File: src/rtl/inst_fetch_queue_if.sv
// -----------------------------------------------------------------------------
// inst_fetch_queue_if
//   Groups the instruction-memory bus, the redirect/decode side-band and the
//   decode-facing queue head of the fetch unit into one bundle.
//
//   Handshakes:
//     imem_req/imem_gnt : a request transfers in a cycle where both are high;
//                         while imem_req is high and imem_gnt low, imem_addr
//                         stays stable (only a redirect may retarget it).
//     imem_rvalid       : one in-order response per granted request, never in
//                         the grant cycle itself; it is always accepted.
//     inst_valid/stall  : the queue head transfers to decode in a cycle with
//                         inst_valid high and stall_id low.
//
//   Modports:
//     master : the fetch unit (drives imem_req/imem_addr and the queue head)
//     slave  : memory + pipeline environment
//   fq_state exposes the fetch FSM state (0 FETCH, 1 DRAIN, 2 HALT).
// -----------------------------------------------------------------------------
interface inst_fetch_queue_if;
    logic        imem_req;
    logic [31:0] imem_addr;
    logic        imem_gnt;
    logic        imem_rvalid;
    logic [31:0] imem_rdata;
    logic        redirect_valid;
    logic [31:0] redirect_pc;
    logic        stall_id;
    logic        inst_valid;
    logic [31:0] inst_raw;
    logic [31:0] inst_pc;
    logic        misalign;
    logic [1:0]  fq_state;

    modport master (
        output imem_req, imem_addr, inst_valid, inst_raw, inst_pc, misalign, fq_state,
        input  imem_gnt, imem_rvalid, imem_rdata, redirect_valid, redirect_pc, stall_id
    );

    modport slave (
        input  imem_req, imem_addr, inst_valid, inst_raw, inst_pc, misalign, fq_state,
        output imem_gnt, imem_rvalid, imem_rdata, redirect_valid, redirect_pc, stall_id
    );
endinterface

File: src/rtl/inst_fetch_queue.sv
// -----------------------------------------------------------------------------
// inst_fetch_queue
//   Instruction fetch unit with a small in-order instruction queue. Issues
//   word-aligned fetches from a fetch PC, tracks outstanding requests so the
//   queue can never overflow, and flushes/drains on branch redirects.
//
//   Parameters:
//     RESET_PC : first fetch address after reset
//     FQ_DEPTH : queue entries (power of 2, >= 2)
//
//   Ports:
//     clk  : clock, all state updates on rising edge
//     rst  : synchronous active-high reset
//     bus  : inst_fetch_queue_if.master (imem req/gnt/rvalid bus, redirect,
//            stall_id, queue head inst_valid/inst_raw/inst_pc, misalign,
//            fq_state debug)
//
//   Optional feature macro: FETCH_MISALIGN_TRAP_EN
//     defined   : a redirect to a non word-aligned target halts fetching and
//                 sets a sticky misalign flag until an aligned redirect.
//     undefined : redirect_pc[1:0] is ignored (forced 0), misalign is 0.
// -----------------------------------------------------------------------------
module inst_fetch_queue #(
    parameter logic [31:0] RESET_PC = 32'h0000_0000,
    parameter int unsigned FQ_DEPTH = 4
) (
    input  logic                clk,
    input  logic                rst,
    inst_fetch_queue_if.master  bus
);

    localparam int unsigned AW = (FQ_DEPTH > 1) ? $clog2(FQ_DEPTH) : 1;
    localparam int unsigned CW = $clog2(FQ_DEPTH + 1);

    typedef enum logic [1:0] {
        FETCH = 2'd0,
        DRAIN = 2'd1,
        HALT  = 2'd2
    } fq_state_e;

    fq_state_e      state_q, state_d;
    logic [31:0]    fpc_q, fpc_d;
    logic [CW-1:0]  occ_q;
    logic [CW-1:0]  outst_q, outst_d;
    logic [AW-1:0]  wr_ptr_q, rd_ptr_q;
    logic [31:0]    pc_mem   [FQ_DEPTH];
    logic [31:0]    data_mem [FQ_DEPTH];

    logic           room;
    logic           req;
    logic           grant;
    logic           rsp;
    logic           push;
    logic           pop;
    logic [31:0]    push_pc;
    logic [31:0]    tgt_pc;
    logic           tgt_misaligned;

    // ------------------------------------------------------------------
    // Redirect target handling
    // ------------------------------------------------------------------
`ifdef FETCH_MISALIGN_TRAP_EN
    logic misalign_q, misalign_d;

    assign tgt_pc         = bus.redirect_pc;
    assign tgt_misaligned = (bus.redirect_pc[1:0] != 2'b00);
    assign bus.misalign   = misalign_q;
`else
    assign tgt_pc         = bus.redirect_pc & 32'hFFFF_FFFC;
    assign tgt_misaligned = 1'b0;
    assign bus.misalign   = 1'b0;
`endif

    // ------------------------------------------------------------------
    // Request / response bookkeeping
    // ------------------------------------------------------------------
    // Credit rule: every granted request already owns a queue slot, so
    // responses can always be pushed without back-pressure.
    assign room  = ({1'b0, occ_q} + {1'b0, outst_q}) < (CW+1)'(FQ_DEPTH);
    assign req   = !rst && (state_q == FETCH) && room;
    assign grant = req && bus.imem_gnt;
    // Guard against a stray rvalid with nothing outstanding.
    assign rsp   = bus.imem_rvalid && (outst_q != '0);

    assign outst_d = outst_q + CW'(grant) - CW'(rsp);

    // In FETCH every outstanding request belongs to the current fetch
    // stream, issued back to back ending at fpc-4, so the oldest one
    // (the one this response answers) sits at fpc - 4*outstanding.
    assign push_pc = fpc_q - 32'({outst_q, 2'b00});

    // Redirect beats same-cycle push and pop.
    assign push = rsp && (state_q == FETCH) && !bus.redirect_valid;
    assign pop  = (occ_q != '0) && !bus.stall_id && !bus.redirect_valid;

    // ------------------------------------------------------------------
    // FSM next state / fetch PC
    // ------------------------------------------------------------------
    always_comb begin
        state_d = state_q;
        fpc_d   = fpc_q;
`ifdef FETCH_MISALIGN_TRAP_EN
        misalign_d = misalign_q;
`endif
        if (bus.redirect_valid) begin
            fpc_d = tgt_pc;
`ifdef FETCH_MISALIGN_TRAP_EN
            misalign_d = tgt_misaligned;
`endif
        end else if (grant) begin
            fpc_d = fpc_q + 32'd4;
        end

        case (state_q)
            FETCH: begin
                if (bus.redirect_valid) begin
                    if (tgt_misaligned)
                        state_d = HALT;
                    else if (outst_d != '0)
                        state_d = DRAIN;
                end
            end
            DRAIN: begin
                // A redirect here only retargets fpc; the discard count is
                // the outstanding count, which only rvalid decrements.
                if (bus.redirect_valid && tgt_misaligned)
                    state_d = HALT;
                else if (outst_d == '0)
                    state_d = FETCH;
            end
            HALT: begin
                // Outstanding responses keep being dropped while halted.
                if (bus.redirect_valid && !tgt_misaligned)
                    state_d = (outst_d != '0) ? DRAIN : FETCH;
            end
            default: state_d = FETCH;
        endcase
    end

    // ------------------------------------------------------------------
    // State registers
    // ------------------------------------------------------------------
    always_ff @(posedge clk) begin
        if (rst) begin
            state_q  <= FETCH;
            fpc_q    <= RESET_PC;
            outst_q  <= '0;
            occ_q    <= '0;
            wr_ptr_q <= '0;
            rd_ptr_q <= '0;
        end else begin
            state_q <= state_d;
            fpc_q   <= fpc_d;
            outst_q <= outst_d;
            if (bus.redirect_valid) begin
                occ_q    <= '0;
                wr_ptr_q <= '0;
                rd_ptr_q <= '0;
            end else begin
                occ_q <= occ_q + CW'(push) - CW'(pop);
                if (push)
                    wr_ptr_q <= wr_ptr_q + AW'(1);
                if (pop)
                    rd_ptr_q <= rd_ptr_q + AW'(1);
            end
        end
    end

`ifdef FETCH_MISALIGN_TRAP_EN
    always_ff @(posedge clk) begin
        if (rst)
            misalign_q <= 1'b0;
        else
            misalign_q <= misalign_d;
    end
`endif

    // Queue storage needs no reset: occupancy decides what is valid.
    always_ff @(posedge clk) begin
        if (!rst && push) begin
            pc_mem[wr_ptr_q]   <= push_pc;
            data_mem[wr_ptr_q] <= bus.imem_rdata;
        end
    end

    // ------------------------------------------------------------------
    // Outputs
    // ------------------------------------------------------------------
    assign bus.imem_req   = req;
    assign bus.imem_addr  = rst ? RESET_PC : fpc_q;
    assign bus.inst_valid = !rst && (occ_q != '0);
    assign bus.inst_raw   = data_mem[rd_ptr_q];
    assign bus.inst_pc    = pc_mem[rd_ptr_q];
    assign bus.fq_state   = state_q;

endmodule

File: src/flat_wrapper.sv
// flat-port wrapper written by rule: the top's interface ports become plain ports
module inst_fetch_queue_flat 
#(
    parameter logic [31:0] RESET_PC = 32'h0000_0000,
    parameter int unsigned FQ_DEPTH = 4
)
  (clk, rst, bus_imem_req, bus_imem_addr, bus_inst_valid, bus_inst_raw, bus_inst_pc, bus_misalign, bus_fq_state, bus_imem_gnt, bus_imem_rvalid, bus_imem_rdata, bus_redirect_valid, bus_redirect_pc, bus_stall_id);
  inst_fetch_queue_if bus_i ();
  input  logic clk;
  input  logic rst;
  output wire logic [$bits(bus_i.imem_req)-1:0] bus_imem_req;
  output wire logic [$bits(bus_i.imem_addr)-1:0] bus_imem_addr;
  output wire logic [$bits(bus_i.inst_valid)-1:0] bus_inst_valid;
  output wire logic [$bits(bus_i.inst_raw)-1:0] bus_inst_raw;
  output wire logic [$bits(bus_i.inst_pc)-1:0] bus_inst_pc;
  output wire logic [$bits(bus_i.misalign)-1:0] bus_misalign;
  output wire logic [$bits(bus_i.fq_state)-1:0] bus_fq_state;
  input wire logic [$bits(bus_i.imem_gnt)-1:0] bus_imem_gnt;
  input wire logic [$bits(bus_i.imem_rvalid)-1:0] bus_imem_rvalid;
  input wire logic [$bits(bus_i.imem_rdata)-1:0] bus_imem_rdata;
  input wire logic [$bits(bus_i.redirect_valid)-1:0] bus_redirect_valid;
  input wire logic [$bits(bus_i.redirect_pc)-1:0] bus_redirect_pc;
  input wire logic [$bits(bus_i.stall_id)-1:0] bus_stall_id;
  assign bus_imem_req = bus_i.imem_req;
  assign bus_imem_addr = bus_i.imem_addr;
  assign bus_inst_valid = bus_i.inst_valid;
  assign bus_inst_raw = bus_i.inst_raw;
  assign bus_inst_pc = bus_i.inst_pc;
  assign bus_misalign = bus_i.misalign;
  assign bus_fq_state = bus_i.fq_state;
  assign bus_i.imem_gnt = bus_imem_gnt;
  assign bus_i.imem_rvalid = bus_imem_rvalid;
  assign bus_i.imem_rdata = bus_imem_rdata;
  assign bus_i.redirect_valid = bus_redirect_valid;
  assign bus_i.redirect_pc = bus_redirect_pc;
  assign bus_i.stall_id = bus_stall_id;
  inst_fetch_queue #(.RESET_PC(RESET_PC), .FQ_DEPTH(FQ_DEPTH)) u_core (.clk(clk), .rst(rst), .bus(bus_i));
endmodule
File: config.mk
export PLATFORM = sky130hd
export DESIGN_NAME = inst_fetch_queue_flat
export DESIGN_NICKNAME = d
export VERILOG_FILES = /design/src/rtl/inst_fetch_queue_if.sv /design/src/rtl/inst_fetch_queue.sv /design/src/flat_wrapper.sv
export SDC_FILE = /design/constraint.sdc
export NUM_CORES = 1
export LEC_CHECK = 0
export ABC_AREA = 1
export BUFFER_PORTS_ARGS = -buffer_cell sky130_fd_sc_hd__buf_2
export CAP_MARGIN = 15
export CORE_ASPECT_RATIO = 0.5
export CORE_MARGIN = 2
export CORE_UTILIZATION = 45
export DETAILED_ROUTE_END_ITERATION = 16
export PLACE_DENSITY = 0.67
export SLEW_MARGIN = 15
export SYNTH_ARGS = -nofsm -noshare
export SYNTH_HDL_FRONTEND = slang
export SYNTH_SLANG_ARGS = --single-unit
File: constraint.sdc
create_clock -name clk -period 6.3 [get_ports clk]
set_input_delay 0.63 -clock clk [delete_from_list [all_inputs] [get_ports clk]]
set_output_delay 0.63 -clock clk [all_outputs]
set_load 0.01 [all_outputs]
# After elaboration in Yosys (flattened, before gate mapping)
# Memories as Yosys holds them, arrays and structs flattened. A register that Yosys moved wholly into a read port is not among the register bits.
# Cells that the tools add are included.
totals:
  rom_bits: 0
  latchBits: 0
  word_cells: 61
  reg_bits: 44
  out_inout_bits: 101
  n_memories: 2
  inputBits: 70
  mem_bits_rw: 256
classes:
  div_mod_pow: 0
  eq_ne: 6
  add_sub_neg: 9
  reduce_logical: 21
  bitwise: 0
  multipliers: 0
  shifts: 0
  order_cmp: 1
  muxes: 15
memory_table:
  columns: ["memory", "depth", "word_bits", "read_ports", "rd_ports_with_merged_regs", "wr", "line", "text"]
  rows:
  - ["u_core.data_mem", 4, 32, 1, 1, 1, "inst_fetch_queue.sv:47", "logic [31:0] data_mem [FQ_DEPTH];"]
  - ["u_core.pc_mem", 4, 32, 1, 1, 1, "inst_fetch_queue.sv:46", "logic [31:0] pc_mem [FQ_DEPTH];"]
op_table:
  columns: ["operator", "n"]
  rows:
  - ["$mux W32", 3]
  - ["$add A32 B3 Y32 const B", 1]
  - ["$sub A32 B5 Y32", 1]
  - ["$mux W2", 8]
  - ["$logic_and A1 B1 Y1", 10]
  - ["$reduce_bool A3 Y1", 3]
  - ["$add A3 B1 Y3", 2]
  - ["$ne A2 B2 Y1 const B", 3]
  - ["$pmux W2 S3", 1]
  - ["$sub A3 B1 Y3", 2]
  - ["$add A2 B1 Y2 const B", 2]
  - ["$add A3 B3 Y4", 1]
  - ["$lt A4 B3 Y1 const B", 1]
  - ["$reduce_and A4 Y1", 1]
  - ["$logic_not A1 Y1", 3]
  - ["$logic_not A3 Y1", 1]
  - ["$mux W1", 3]
  - ["$eq A2 B1 Y1 const B", 1]
  - ["$eq A2 B2 Y1 const B", 1]
  - ["$logic_not A2 Y1", 1]
  - ["$ne A2 B1 Y1 const B", 1]
  - ["$reduce_bool A2 Y1", 1]
  - ["$reduce_or A2 Y1", 1]

# Longest topological paths before layout
logic_depth:
  ltp_word: 10
  ltp_mapped: 12

# Least setup slack after synthesis
# Ideal clock, no wire load.
synth_path:
  path_type: "input -> register"
  startpoint: "in bus_imem_rvalid"
  endpoint: "mem u_core.data_mem[0][0], enable pin"
  setup_ps: 482
  setup_slack_ps: 2099
  n_path_buf: 0
  cell_stages: 6
  arrival_time_ps: 3719
  required_ps: 5818
  cell_sequence: "inv_1 a31oi_1 nand2_1 inv_1 nand2_1 nor2_1"
synth_via:
  elab_chain_cells: 6
synth_lines:
  columns: ["item", "line", "text"]
  rows:
  - ["start, declared", "flat_wrapper.sv:19", "input wire logic [$bits(bus_i.imem_rvalid)-1:0] bus_imem_rvalid;"]
  - ["$logic_and A1 B1 Y1", "inst_fetch_queue.sv:83", "assign rsp = bus.imem_rvalid && (outst_q != '0);"]
  - ["$logic_and A1 B1 Y1 (2 in series)", "inst_fetch_queue.sv:93", "assign push = rsp && (state_q == FETCH) && !bus.redirect_valid;"]
  - ["via u_core.push", "inst_fetch_queue.sv:53", "logic push;"]
  - ["$logic_and A1 B1 Y1", "inst_fetch_queue.sv:180", "if (!rst && push) begin"]
  - ["$mux W1", "inst_fetch_queue.sv:180", null]
  - ["$mux W1 (implied by the code)", "inst_fetch_queue.sv:182", "data_mem[wr_ptr_q] <= bus.imem_rdata;"]
  - ["end, declared", "inst_fetch_queue.sv:47", null]
# The timed path passes the listed nets, and every way through them passes these cells.

==> impl_metrics.json <==
{
  "dpl_worst_slack_ps": 2854,
  "endpoint_kind": "output port",
  "fin_crit_ps": 3929,
  "slew-limit-headroom_pct": 35.63,
  "synth_edf_count": 248,
  "drt_iter0_markers": 712,
  "viasPerCell": 5.230,
  "cts_hold_buf": 0,
  "syn_to_final_growth_pct": 14.78,
  "yosysWarnings": 0,
  "required_ps": 5670,
  "die_height_um": 123.5,
  "synth-main-ff-cell": "edfxtp_1",
  "fin_ws_ps": 2371,
  "fin_nets": 1453,
  "power.static_leakage_nw": 5.656,
  "grt_pass1_wl_um": 47750,
  "synth.largest_area_cell": "edfxtp_1",
  "first_pass_iters": 5,
  "ys_seq_elements": 291,
  "h-tree-depth": 1,
  "post_cts_resized": 0,
  "syn_inst": 1223,
  "grtUsageTotal_pct": 20.42,
  "grt.overflow.total": 0,
  "worstPathArrival_ps": 3300,
  "setup-violations-final": 0,
  "critPathKind": "reg -> out",
  "dieArea_um2": 30030,
  "ys_types": 39,
  "start_kind": "flop",
  "root_buffer": "clkbuf_16",
  "status": "complete, no violations",
  "rsz0062_at_grt": "false",
  "crit_top_cell": "buf_4",
  "ys_seq_area_share_pct": 64.61,
  "worstPathMaxFanout": 63,
  "antenna_found_initial": 0,
  "hold_slack_ps": 298.5,
  "yosysMostFrequentCell": "nor2_1",
  "core_um2": 27920,
  "cts_setup_buffers": 0,
  "layout-drive-gt1-share_pct": 17.77,
  "fin_tns_setup_ps": 0,
  "initial_core_util_pct": 46.05,
  "hold_viol": 0,
  "syn_area_um2": 12860,
  "ir_drop_mv": 0.1742,
  "synthTopCellsByArea": "edfxtp_1, nor2_1, dfxtp_1",
  "row_count": 43,
  "cp_cell_sequence": "buf_4, clkinv_1, buf_4, o21ai_0, o22ai_1, buf_2",
  "slew_violations": 0,
  "async_reset_ff_share_pct": 0,
  "clockBufferDepth": 3,
  "syn_area_per_cell_um2": 10.51,
  "cp_slowest_cell": "clkinv_1",
  "gp_congestion": 0.8908,
  "port_buffers": 162,
  "totalWireLength_um": 31230,
  "vias": 9237,
  "hold_class": "in -> reg",
  "fin_skew_ps": 8.823,
  "period_share_pct": 62.36,
  "path_clk_slew_ps": 70,
  "die_x_um": 243.1,
  "cts_tree": "yes",
  "rrSetupSlack_ps": 3590,
  "drc": 0,
  "antenna_cells": 0,
  "numCtsBuffers": 26,
  "grt_max_degree": 93,
  "boundaryPins": 171,
  "synthTopCellsByCount": "nor2_1, edfxtp_1, nand2_1",
  "first_global_vias": 8899,
  "dp_hpwl_um": 19620,
  "antenna_left": 0,
  "wl_per_cell_um": 17.69,
  "fmax_ghz": 0.2545,
  "cap_viol_max_count": 0,
  "dp.cells": 1720,
  "cts.sinks": 291,
  "clock_latency_ps": 550,
  "synth_top_area_share_pct": 57.92,
  "max_slew.worst_pin.slew_ps": 965.6,
  "powerDensity_nw_per_um2": 296.8,
  "stdcell_count": 1766,
  "cpPeakStageDelay_ps": 840,
  "utilization_pct": 52.86
}
## where the power goes
group          internal, W  switching [W]  leakage (nW)
combinational     0.000192       0.000412          2.67
clock             0.000814       0.000684         0.381
sequential         0.00222      0.0000592          2.61
## cells in the final DEF, fill, tap and decap left out, drive strengths merged
master      n
nor2      279
edfxtp    248
buf       170
nand2     159
o21ai     150
inv        86
o22ai      67
dfxtp      43
xor2       40
clkbuf     34
nand3      29
ha         14
clkinv     13
nor3       11
a21oi      10
nand4      10
conb        6
xnor2       3
fa          3
o211ai      2
nand3b      1
or2         1
a211oi      1
a31oi       1
o21a        1
bufinv      1
clkinvlp    1
## per-stage QoR
stage	cell area [um^2]	power [W]
floorplan	12880	0.002700
global placement	13970	0.002892
detailed placement	13970	0.002917
CTS	14760	0.004405
global route	14760	0.004550
finish	14760	0.004380
## final cells by class
class | count | area (um^2)
Clock buffer | 34 | 690.7
Clock inverter | 12 | 96.34
Multi-Input combinational cell | 788 | 3975
Fill cell | 2480 | 13160
Timing Repair Buffer | 170 | 870.8
Sequential cell | 291 | 8313
Tap cell | 382 | 478.0
Inverter | 89 | 335.3
## logic make-up (layout without fill, tap and decap cells)
logic type	after synthesis	after routing	synth area share, %
AND/OR/NAND/NOR	490	490	15.95
adder cells (fa/ha/maj)	17	17	1.829
AO/OA/AOI/OAI	232	232	9.799
other	1	6	0.02916
XOR/XNOR	43	43	2.929
flip-flops	291	291	64.61
buffers and inverters	149	305	4.855
## path summary, 6_finish.rpt
path,from,end,cells past startpoint
setup / recovery,flop,bus_inst_pc[12],6
hold / removal,bus_imem_rdata[2],u_core.data_mem[3][2],1
setup reg to reg,u_core.outst_q[1],u_core.bus.fq_state[0],12
hold reg to reg,u_core.rd_ptr_q[1],flop,2
## worst max-delay path, delay by kind of cell, from the launching register on
family,cells,cell delay (ps)
buffers and inverters,4,2120
DFF,1,310
AOI/OAI and AO/OA,2,280
## layer usage
metal	GRT usage (%)	vias to the layer above	share of wire, %
met1	27.73	4506	46
met2	35.02	215	48
met4	4.755	0	1.9
li1	-	4479	-
met3	3.147	37	4.4
met5	0	-	0
## flip-flops by register name, indices dropped and copies added (netlist names), named ones only
register             flops
u_core.data_mem        128
u_core.pc_mem          120
u_core.fpc_q            30
u_core.occ_q             3
u_core.outst_q           3
u_core.rd_ptr_q          2
u_core.wr_ptr_q          2
u_core.bus.fq_state      1
(Power assumes the default switching activity.)
